$ cat config.mk
export PLATFORM = sky130hd
export DESIGN_NAME = m68k_bus_responder
export DESIGN_NICKNAME = d
export VERILOG_FILES = /design/src/rtl/m68k_bus_responder.sv
export SDC_FILE = /design/constraint.sdc
export NUM_CORES = 1
export LEC_CHECK = 0
export ABC_CLOCK_PERIOD_IN_PS = 6600
export CORE_AREA = 2 2 128 130
export CTS_BUF_LIST = sky130_fd_sc_hd__clkbuf_2 sky130_fd_sc_hd__clkbuf_4 sky130_fd_sc_hd__clkbuf_8
export DETAILED_ROUTE_END_ITERATION = 8
export DIE_AREA = 0 0 130 132
export PLACE_DENSITY = 0.77
export SYNTH_ARGS = -nofsm -noshare
export SYNTH_HDL_FRONTEND = slang
export SYNTH_SLANG_ARGS = --single-unit
$ cat constraint.sdc
create_clock -name C -period 6.6 [get_ports C]
set_input_delay 0.66 -clock C [delete_from_list [all_inputs] [get_ports C]]
set_output_delay 0.66 -clock C [all_outputs]
set_load 0.01 [all_outputs]
$ cat src/rtl/m68k_bus_responder.sv
// m68k_bus_responder
// Target side of a 68k asynchronous bus cycle. Strobes are synchronized to C,
// a matching cycle is acknowledged with DSACK_n after WAIT_STATES extra cycles,
// and a small register bank (three R/W words plus a read-only ID word) backs it.
// Writes to the ID word terminate with BERR_n instead of DSACK_n.
module m68k_bus_responder #(
   parameter int          WAIT_STATES = 2,
   parameter logic [3:0]  BASE        = 4'hA,
   parameter logic [31:0] ID_VALUE    = 32'h0060DCA1
) (
   input  logic        C,
   input  logic        CLR,
   input  logic        AS_n,
   input  logic        DS_n,
   input  logic        RW,
   input  logic [7:0]  A,
   input  logic [31:0] D_IN,
   output logic [31:0] D_OUT,
   output logic        D_OE,
   output logic [1:0]  DSACK_n,
   output logic        BERR_n
);

   localparam logic [3:0] WS_LOAD = 4'(WAIT_STATES);

   typedef enum logic [1:0] {
      S_IDLE = 2'd0,
      S_WAIT = 2'd1,
      S_ACK  = 2'd2,
      S_ERR  = 2'd3
   } state_t;

   state_t      state, state_nxt;

   // two-flop synchronizer stages, reset to the inactive (high) level
   logic        as_sync_p0, as_sync_p1;
   logic        ds_sync_p0, ds_sync_p1;
   logic        as_s, ds_s;

   // a new cycle may start only after the strobe was seen released
   logic        armed;

   logic [3:0]  cnt, cnt_nxt;
   logic        latch;
   logic [1:0]  idx_q;
   logic        rw_q;
   logic [31:0] wd_q;

   logic [31:0] regs [0:2];

   logic        sel;
   logic [1:0]  cur_idx;
   logic        cur_rw;
   logic [31:0] cur_wd;
   logic [31:0] rd_data;
   logic        ack_entry;
   logic        wr_en;

   assign as_s = ~as_sync_p1;
   assign ds_s = ~ds_sync_p1;
   assign sel  = as_s && ds_s && armed && (A[7:4] == BASE);

   // In IDLE the cycle attributes come straight from the bus so that a
   // zero-wait-state cycle can complete on the same edge it is recognized.
   assign cur_idx = (state == S_IDLE) ? A[3:2] : idx_q;
   assign cur_rw  = (state == S_IDLE) ? RW     : rw_q;
   assign cur_wd  = (state == S_IDLE) ? D_IN   : wd_q;

   // Synchronize the asynchronous strobes into the C domain
   always_ff @(posedge C or posedge CLR) begin
      if (CLR) begin
         as_sync_p0 <= 1'b1;
         as_sync_p1 <= 1'b1;
         ds_sync_p0 <= 1'b1;
         ds_sync_p1 <= 1'b1;
      end else begin
         as_sync_p0 <= AS_n;
         as_sync_p1 <= as_sync_p0;
         ds_sync_p0 <= DS_n;
         ds_sync_p1 <= ds_sync_p0;
      end
   end

   // Read mux over the register bank, ID word is a constant
   always_comb begin
      rd_data = ID_VALUE;
      case (cur_idx)
         2'd0:    rd_data = regs[0];
         2'd1:    rd_data = regs[1];
         2'd2:    rd_data = regs[2];
         default: rd_data = ID_VALUE;
      endcase
   end

   // Next-state logic: recognize, wait, then terminate with ACK or ERR
   always_comb begin
      state_nxt = state;
      cnt_nxt   = cnt;
      latch     = 1'b0;
      case (state)
         S_IDLE: begin
            if (sel) begin
               latch = 1'b1;
               if (WAIT_STATES == 0) begin
                  state_nxt = (!RW && (A[3:2] == 2'd3)) ? S_ERR : S_ACK;
               end else begin
                  state_nxt = S_WAIT;
                  cnt_nxt   = WS_LOAD;
               end
            end
         end
         S_WAIT: begin
            if (!as_s) begin
               state_nxt = S_IDLE;
            end else if (cnt == 4'd1) begin
               state_nxt = (!rw_q && (idx_q == 2'd3)) ? S_ERR : S_ACK;
            end else begin
               cnt_nxt = cnt - 4'd1;
            end
         end
         S_ACK: begin
            if (!as_s) state_nxt = S_IDLE;
         end
         S_ERR: begin
            if (!as_s) state_nxt = S_IDLE;
         end
         default: state_nxt = S_IDLE;
      endcase
   end

   assign ack_entry = (state != S_ACK) && (state_nxt == S_ACK);
   assign wr_en     = ack_entry && !cur_rw;

   // State register, wait counter and strobe re-arm tracking
   always_ff @(posedge C or posedge CLR) begin
      if (CLR) begin
         state <= S_IDLE;
         cnt   <= 4'd0;
         armed <= 1'b1;
      end else begin
         state <= state_nxt;
         cnt   <= cnt_nxt;
         if (!as_s) begin
            armed <= 1'b1;
         end else if (latch) begin
            armed <= 1'b0;
         end
      end
   end

   // Capture the cycle attributes when the cycle is recognized
   always_ff @(posedge C or posedge CLR) begin
      if (CLR) begin
         idx_q <= 2'd0;
         rw_q  <= 1'b1;
         wd_q  <= 32'd0;
      end else if (latch) begin
         idx_q <= A[3:2];
         rw_q  <= RW;
         wd_q  <= D_IN;
      end
   end

   // Register bank write, committed on the edge that enters ACK
   always_ff @(posedge C or posedge CLR) begin
      if (CLR) begin
         for (int i = 0; i < 3; i++) regs[i] <= 32'd0;
      end else if (wr_en) begin
         case (cur_idx)
            2'd0:    regs[0] <= cur_wd;
            2'd1:    regs[1] <= cur_wd;
            2'd2:    regs[2] <= cur_wd;
            default: ;
         endcase
      end
   end

   // Registered bus outputs, driven from the next state
   always_ff @(posedge C or posedge CLR) begin
      if (CLR) begin
         DSACK_n <= 2'b11;
         BERR_n  <= 1'b1;
         D_OE    <= 1'b0;
         D_OUT   <= 32'd0;
      end else begin
         DSACK_n <= (state_nxt == S_ACK) ? 2'b00 : 2'b11;
         BERR_n  <= (state_nxt != S_ERR);
         D_OE    <= (state_nxt == S_ACK) && cur_rw;
         if (ack_entry && cur_rw) begin
            D_OUT <= rd_data;
         end else if (state_nxt != S_ACK) begin
            D_OUT <= 32'd0;
         end
      end
   end

endmodule

==> results of run 1 <==
-- worst max-delay path, cell delays in order --
cell and delay [ns]:
clkdlybuf4s50_1 0.45, or3b_2 0.46, or4_2 1.14, nand3b_4 0.60, or3b_2 0.83, buf_4 0.40, mux2_4 0.33
-- layer usage --
metal,GRT usage (%),vias to the layer above,wire length (um)
met5,0,-,0
met4,7.53,0,250
met3,4.63,21,904
met2,36.5,155,9000
met1,28.4,2624,7540
li1,-,2324,-
-- layout by cell type, fill, tap and decap left out, drive strengths merged --
cell type / Yosys / final
nand3: 2 / 2
o311a: 1 / 1
nand2: 139 / 139
a22oi: 1 / 1
nor2b: 1 / 1
o211ai: 1 / 1
nand4b: 2 / 2
nand2b: 4 / 4
nand3b: 1 / 1
clkbuf: 30 / 22
and3b: 1 / 1
nor4b: 1 / 1
mux2: 151 / 151
clkinv: 0 / 2
a311o: 10 / 10
ha: 2 / 2
a31oi: 1 / 1
nand4: 1 / 1
o21ai: 2 / 2
inv: 6 / 6
or4: 1 / 1
nor4: 2 / 2
o22ai: 1 / 1
or2: 2 / 2
nor2: 37 / 37
a21oi: 11 / 11
mux2i: 2 / 2
xnor2: 1 / 1
or3b: 3 / 3
buf: 11 / 9
xor2: 1 / 1
o31ai: 1 / 1
dfrtp: 169 / 169
dfstp: 8 / 8
clkdlybuf4s50: 0 / 78
a222oi: 22 / 22
bufinv: 0 / 7
clkinvlp: 0 / 1
-- synth_stat cells, drive strengths merged (2+ instances only) --
cell    instances  area, um2
dfrtp         169       4230
or2             2       12.5
mux2          151       1810
dfstp           8        210
ha              2       25.0
nor2           37        139
or3b            3       28.8
inv             6       22.5
buf            11       88.8
nand2b          4       25.0
nand3           2       10.0
mux2i           2       20.0
nor4            2       12.5
a311o          10        100
o21ai           2       10.0
a21oi          11       55.1
a222oi         22        220
nand4b          2       17.5
clkbuf         30        113
nand2         139        522
-- sequential cells by signal, summed over array words and instances (netlist names) --
register,cells
regs,96
D_OUT,32
wd_q,32
cnt,4
idx_q,2
state,2
BERR_n,1
DSACK_n,1
D_OE,1
armed,1
as_sync_p0,1
as_sync_p1,1
ds_sync_p0,1
ds_sync_p1,1
rw_q,1
-- final cells by class --
| type | count | area [um2] |
|---|---|---|
| fill | 1230 | 6440 |
| sequential | 177 | 4440 |
| clock inverter | 10 | 228 |
| timing repair buffer | 87 | 848 |
| tap | 216 | 270 |
| multi-input combinational | 405 | 3170 |
| inverter | 6 | 27.5 |
| clock buffer | 22 | 290 |
-- how the worst min path moves through the flow --
stage,cells after the start,endpoint,startpoint
finish,0,as_sync_p1,as_sync_p0
global route,0,as_sync_p1,as_sync_p0
CTS,0,as_sync_p1,as_sync_p0
detailed placement,0,as_sync_p1,as_sync_p0
global placement,0,as_sync_p1,as_sync_p0
floorplan,0,as_sync_p1,as_sync_p0
-- power by group through the flow --
stage | registers, mW | logic, mW | clock network (mW)
2_1_floorplan | 1.19 | 0.116 | 0
3_3_place_gp | 1.19 | 0.173 | 0
3_5_place_dp | 1.20 | 0.184 | 0
4_1_cts | 1.18 | 0.186 | 0.952
5_1_grt | 1.19 | 0.208 | 1.01
6_report | 1.18 | 0.183 | 0.936
-- stage by stage --
step           utilization (%)  area, um2  hold WS (ns)  worst slack (ns)  cells
2_1_floorplan                -       7800         0.345              1.15    629
3_3_place_gp              55.7       8750         0.348              1.58    891
3_5_place_dp              55.7       8750         0.349              1.57    891
4_1_cts                   59.0       9270         0.361              2.06    923
5_1_grt                   59.0       9270         0.368              1.92    923
6_report                  59.0       9270         0.360              2.04    923
-- logic make-up (layout without fill, tap and decap cells) --
logic type	after synthesis	after routing	synth area share, %
compound gates	51	51	5.58
flops	177	177	56.9
fa+ha+maj	2	2	0.321
xor+xnor	2	2	0.225
simple gates	197	197	10.6
mux	153	153	23.5
buf+inv	47	125	2.87
==> metrics.txt, run 1 <==
status finished clean; First DRT Iteration DRCs about 540; Final Cycle Share between 60 and 70%; RSZ-0062 raised after global routing no; via count slightly above 5000; critical path endpoint category flop; layout cell share with drive strength beyond 1 between 20% and 30%; die area approximately 17000 um2; Pwr Total 2.30 mW; clk_lat worst skew approximately 0.46 ns; Power Density approximately 250 nW/um2; drt first pass iters 6; Post-Route Setup TNS 0 ns; element type at the critical path start input port; area grow syn2layout 18.9%; post-synthesis area per instance between 10 and 15 um2; first-pass GRT wire length just under 30 mm; Final setup viols 0; Tmin final 4.56 ns; Die Ht 132 um; CP arrival about 5 ns; Vias/cell 5.55; R2R Setup Slk between 2 and 2.5 ns; Synth Cell Area 7800 um2; CTS clk-pin slew, worst paths about 0.08 ns; fmax between 200 and 250 MHz; FF-to-FF Start state[1]; number of distinct library cells after synthesis a little over 40; Logic pwr share under 10%; die width between 100 and 150 um; IO buf count between 70 and 80; Tightest Hold Check Type reg -> reg; total global routing track utilization about 22%; Root Buffer clkbuf_8; ANT nets after route 0; Post-CTS Hold Buffers 0; Setup CP Type in -> reg; Mapped Cells about 630; post-detail-place hpwl around 11 mm; # resized after CTS 0; syn nets slightly below 700; Remaining DRCs 0; Psw 0.517 mW; Peak VDD IR about 0.14 mV; CP endpoint regs[49]; Switching Fraction between 20% and 30%; htree depth 4; CTS Sinks ~180; I/O pins just over 80; Pint about 1.8 mW; drt wl/cell 19.2 um; number of global-route vias before repair between 5000 and 6000; worst r2r dst regs[49]; antenna violations before repair 0; number of CTS-inserted buffers 17; leakage power about 4.5 nW; largest net degree at the start of global routing 99; Remaining Overflow, GRT 0; number of diodes 0; CP max FO 39; number of synthesized flops with an enable pin 0; Worst R2R Path Depth 6; sequential area share after synthesis roughly 57%; Final #Nets around 740; CTS tree built; fin. max-slew vios 0; FP Rows 46; synthesis-stage register bit count 177; Post-synth top flop dfrtp_1; share of synthesized registers carrying an async set or reset between 90% and 100%; wirelength, routed 17.7 mm; YS warnings 0; sequential power share 51.3%; Relative slew margins between 10% and 20%; WP data required 6.94 ns; maxcap violations 0; GP Congestion between 0.7 and 0.8; Core Region roughly 16000 um2; postcts setup bufs 0; worst slew pin tran about 1.3 ns; CTS max path bufs 2; Worst setup startpoint A[5]; Hold Vio Cnt, Final 0; Clk pwr share 40.7%; clk_skew 0.0134 ns; starting density of the core between 40% and 50%
No activity file was read; power rests on OpenSTA's default activity.
==> inputs of run 2 (changes only) <==
ABC_CLOCK_PERIOD_IN_PS = 3650   (was 6600)
PLACE_DENSITY = 0.8   (was 0.77)
clock period = 3.65 ns   (was 6.6 ns; I/O delays follow)
==> metrics.txt, run 2 (synthesized netlist as in run 1, its figures left out) <==
Hold Vio Cnt, Final 0; Place WS 0.374 ns; Worst Hold Depth 1; Switching Fraction a little under a quarter; leakage power 4.48 nW; post-placement cell count 902; total global routing track utilization a little over a fifth; Clk pwr share a little under two fifths; Root Buffer clkbuf_8; die area about 17000 um2; Remaining DRCs 0; clk_skew between 0.01 and 0.015 ns; die width roughly 130 um; Setup CP Type reg -> reg; Critical Path, Cell by Cell inv_1, ha_1, or3b_4, o311a_1, nand3b_4, or3b_2, buf_4, mux2_1; postcts setup bufs 0; Final Cycle Share around 80%; Final setup viols 0; largest stage delay on the critical path between 0.5 and 0.6 ns; drt wl/cell roughly 19 um; Logic pwr share under 10%; CTS Sinks roughly 180; fmax between 300 and 400 MHz; sequential power share 54.7%; fin. max-slew vios 0; registers with the most flip-flops regs: 96 flops, D_OUT: 32 flops, wd_q: 32 flops; I/O pins a little over 80; critical path endpoint category flop; CTS clk-pin slew, worst paths 0.09 ns; number of flip-flops under the largest register name 96; hold wc startpoint DS_n; FF-to-FF Start cnt[1]; Tightest Hold Check Type in -> reg; Remaining Overflow, GRT 0; First DRT Iteration DRCs 452; worst r2r dst regs[62]; via count between 5000 and 6000; # resized after CTS 0; status finished clean; ANT nets after route 0; Vias/cell between 5 and 6; number of CTS-inserted buffers 17; Setup WS post-layout between 0.7 and 0.8 ns; htree depth 4; Post-CTS Hold Buffers 0; slowest CP cell or3b_2; largest net degree at the start of global routing around 180; Filler cells 1207; R2R Setup Slk between 0.7 and 0.8 ns; post-detail-place hpwl between 10 and 15 mm; leading cell type in the layout, fill and taps excluded dfrtp_1; CP max FO 13; Tmin final just under 3 ns; layout cell share with drive strength beyond 1 ~31%; wirelength, routed ~18 mm; Psw about 0.9 mW; CTS max path bufs 2; Pint around 3.0 mW; number of global-route vias before repair 5626; area grow syn2layout 19.0%; Worst setup startpoint cnt[1]; maxcap violations 0; Worst Hold Path EP ds_sync_p0; non-filler cells, final roughly 930; Most flops, register regs; starting density of the core 49.6%; RSZ-0062 raised after global routing no; Power Density around 420 nW/um2; Relative slew margins ~37%; IO buf count 78; Die Ht 132 um; Final #Nets between 700 and 800; first-pass GRT wire length approximately 29 mm; GP Congestion 0.777; element type at the critical path start flop; FP Rows 46; WP data required around 4 ns; worst slew pin tran approximately 0.94 ns; Core Region ~16000 um2; Worst R2R Path Depth 8; Peak VDD IR 0.271 mV; drt first pass iters 6; Post-Route Setup TNS 0 ns; worst hold slack slightly above 0.3 ns; number of diodes 0; clk_lat worst skew about 0.45 ns; antenna violations before repair 0; commonest cells after routing, fill and taps aside dfrtp_1 (169), nand2_1 (139), mux2_2 (119); final core occ 59.1%; CP arrival ~3.3 ns; CTS tree built
-- run 2: changes by cell type in the layout (fill, tap and decap cells not counted) --
cell       change
buf_12         +2
buf_4          +9
bufinv_16      -4
clkbuf_4       +4
clkinv_2       +1
inv_6          -1
-- run 2: cell type report --
cell class                 instances  area [um2]  share of cell area [%]
clock buffer                      26         320                    3.45
sequential                       177        4440                    47.8
inverter                           6        26.3                   0.283
timing repair buffer              98         956                    10.3
clock inverter                     6         105                    1.13
tap                              216         270                    2.91
multi-input combinational        405        3170                    34.1
-- run 2: power by group through the flow --
stage	Clock (mW)	Combinational [mW]	Sequential, mW
after detailed placement	0	0.337	2.17
after global routing	1.54	0.378	2.15
after CTS	1.46	0.341	2.13
after global placement	0	0.318	2.16
after floorplan	0	0.210	2.15
final	1.43	0.336	2.13
-- run 2: through the flow --
| stage | power (mW) | instance area, um2 |
|---|---|---|
| after floorplan | 2.36 | 7800 |
| after global placement | 2.48 | 8860 |
| after detailed placement | 2.51 | 8860 |
| after CTS | 3.93 | 9280 |
| after global routing | 4.06 | 9280 |
| final | 3.90 | 9280 |
-- run 2: worst max path at each step --
stage	slack (ns)	end	cells after the start
global route	0.63	regs[62]	8
CTS	0.70	regs[62]	8
finish	0.71	regs[62]	8
global placement	0.42	regs[89]	7
detailed placement	0.37	regs[17]	7
floorplan	1.02	D_OE	1
-- run 2: critical path: cells and delay by family, from the launching register on --
family,cells,cell delay [ns]
AO/OA/AOI/OAI,1,0.36
buffers and inverters,2,0.32
AND/OR/NAND/NOR,3,1.25
flip-flops,1,0.41
adder cells (fa/ha/maj),1,0.15
multiplexers,1,0.33
-- run 2: layer usage --
layer  share of wire (%)  track usage (%)  up-vias
met1                  43             28.5     2702
met3                 5.3             4.18       24
met5                   0                0        -
met2                  50             35.4      171
li1                    -                -     2346
met4                 1.7             8.06        0
==> inputs of run 3 (changes only) <==
ABC_CLOCK_PERIOD_IN_PS = 3050   (was 3650)
PLACE_DENSITY = 0.77   (was 0.8)
clock period = 3.05 ns   (was 3.65 ns; I/O delays follow)
==> metrics.txt, run 3 (synthesized netlist as in run 1, its figures left out) <==
I/O pins between 80 and 90; Die Ht roughly 130 um; IO buf count 78; Post-Route Setup TNS 0 ns; Power Density a little under 500 nW/um2; antenna violations before repair 0; Root Buffer clkbuf_8; htree depth 4; starting density of the core between 40% and 50%; number of CTS-inserted buffers 17; Hold Vio Cnt, Final 0; Place WS between 0.15 and 0.2 ns; multi-input logic area ~3200 um2; Final #Nets 754; CTS tree built; drt wl/cell roughly 19 um; FF-to-FF Start cnt[1]; CTS Sinks 177; WP data required roughly 3.4 ns; element type at the critical path start flop; Setup WS post-layout approximately 0.23 ns; commonest cells after routing, fill and taps aside dfrtp_1 (169), nand2_1 (139), mux2_2 (119); clk_lat worst skew ~0.46 ns; fmax roughly 350 MHz; die area approximately 17000 um2; Tightest Hold Check Type in -> async; critical path endpoint category flop; worst slew pin tran 1.24 ns; Tmin final ~2.8 ns; Remaining Overflow, GRT 0; Critical Path, Cell by Cell inv_1, ha_1, or3b_4, o311a_1, nand3b_4, or3b_2, buf_12, mux2_1; leading cell type in the layout, fill and taps excluded dfrtp_1; largest stage delay on the critical path 0.55 ns; Most flops, register regs; Finished Cell Area around 9300 um2; layout cell share with drive strength beyond 1 around 30%; Core Region 15700 um2; CTS clk-pin slew, worst paths about 0.080 ns; Vias/cell 5.59; GP Congestion 0.795; leakage power approximately 4.5 nW; clk_skew a little over 0.01 ns; CTS max path bufs 2; largest net degree at the start of global routing 85; first-pass GRT wire length 29.0 mm; postcts setup bufs 0; CP bufs+invs 2; R2R Setup Slk roughly 0.23 ns; Filler cells approximately 1200; number of flip-flops under the largest register name 96; Post-CTS Hold Buffers 0; area grow syn2layout 19.6%; Worst R2R Path Depth 8; die width 130 um; status finished clean; placed inst area about 8900 um2; worst r2r dst regs[62]; via count about 5200; # resized after CTS 0; Relative slew margins about 17%; RSZ-0062 raised after global routing no; drt first pass iters 6; FP Rows 46; Final Cycle Share between 90% and 100%; fin. max-slew vios 0; maxcap violations 0; slowest CP cell or3b_2; registers with the most flip-flops regs: 96 flops, D_OUT: 32 flops, wd_q: 32 flops; number of diodes 0; CP max FO 22; First DRT Iteration DRCs around 460; FF/Latch Area around 4400 um2; Remaining DRCs 0; delay-heaviest family, CP simple AND/OR/NAND/NOR gates; total global routing track utilization a little over a fifth; wirelength, routed roughly 18 mm; number of global-route vias before repair ~5600; CP arrival between 3 and 4 ns; ANT nets after route 0; Peak VDD IR 0.276 mV; post-detail-place hpwl 11.5 mm; Final setup viols 0; Setup CP Type reg -> reg
==> run 3: changes by cell type in the layout (fill, tap and decap cells not counted), sizes merged <==
cell,delta
buf,+2
bufinv,-1
clkbuf,-5
clkinvlp,+3
inv,+1
==> run 3: per-stage QoR <==
step	hold slack (ns)	power (mW)	std cells	utilization [%]
after detailed placement	0.350	3.01	904	56.9
after CTS	0.125	4.60	934	59.4
after global routing	0.153	4.77	934	59.4
after global placement	0.350	2.97	904	56.9
final	0.135	4.57	934	59.4
after floorplan	0.309	2.82	629	-
==> run 3: per-layer routing <==
| layer | vias up | global-route usage [%] | share of wire [%] |
|---|---|---|---|
| met5 | - | 0 | 0 |
| met4 | 0 | 8.66 | 2.1 |
| met3 | 29 | 3.77 | 4.4 |
| met2 | 162 | 37.6 | 52 |
| met1 | 2682 | 27.7 | 42 |
| li1 | 2348 | - | - |
==> run 3: final cells by class <==
class	count	share of cell area, %
sequential	177	47.6
clock inverter	9	1.14
inverter	6	0.282
tap	216	2.90
clock buffer	21	3.10
timing repair buffer	100	11.1
multi-input combinational	405	33.9
==> run 3: worst max-delay path by stage <==
stage / from / cells after the start / slack (ns) / to
finish: cnt[1] / 8 / 0.23 / regs[62]
global route: cnt[1] / 8 / 0.15 / regs[62]
CTS: cnt[1] / 8 / 0.24 / regs[62]
detailed placement: A[5] / 7 / 0.16 / regs[4]
global placement: A[5] / 7 / 0.20 / regs[62]
floorplan: CLR / 1 / 0.48 / D_OE
==> run 3: power by group <==
group          leakage (nW)  switching [mW]  internal (mW)
registers              2.40          0.0807           2.47
logic                  1.89           0.231          0.176
clock network         0.196           0.807          0.804
total                  4.49            1.12           3.45
==> run 3: worst register-to-register path, cell delays in order, from the launching register on <==
cell,delay [ns]
dfrtp_1,0.40
inv_1,0.09
ha_1,0.14
or3b_4,0.40
o311a_1,0.36
nand3b_4,0.19
or3b_2,0.56
buf_12,0.21
mux2_1,0.36
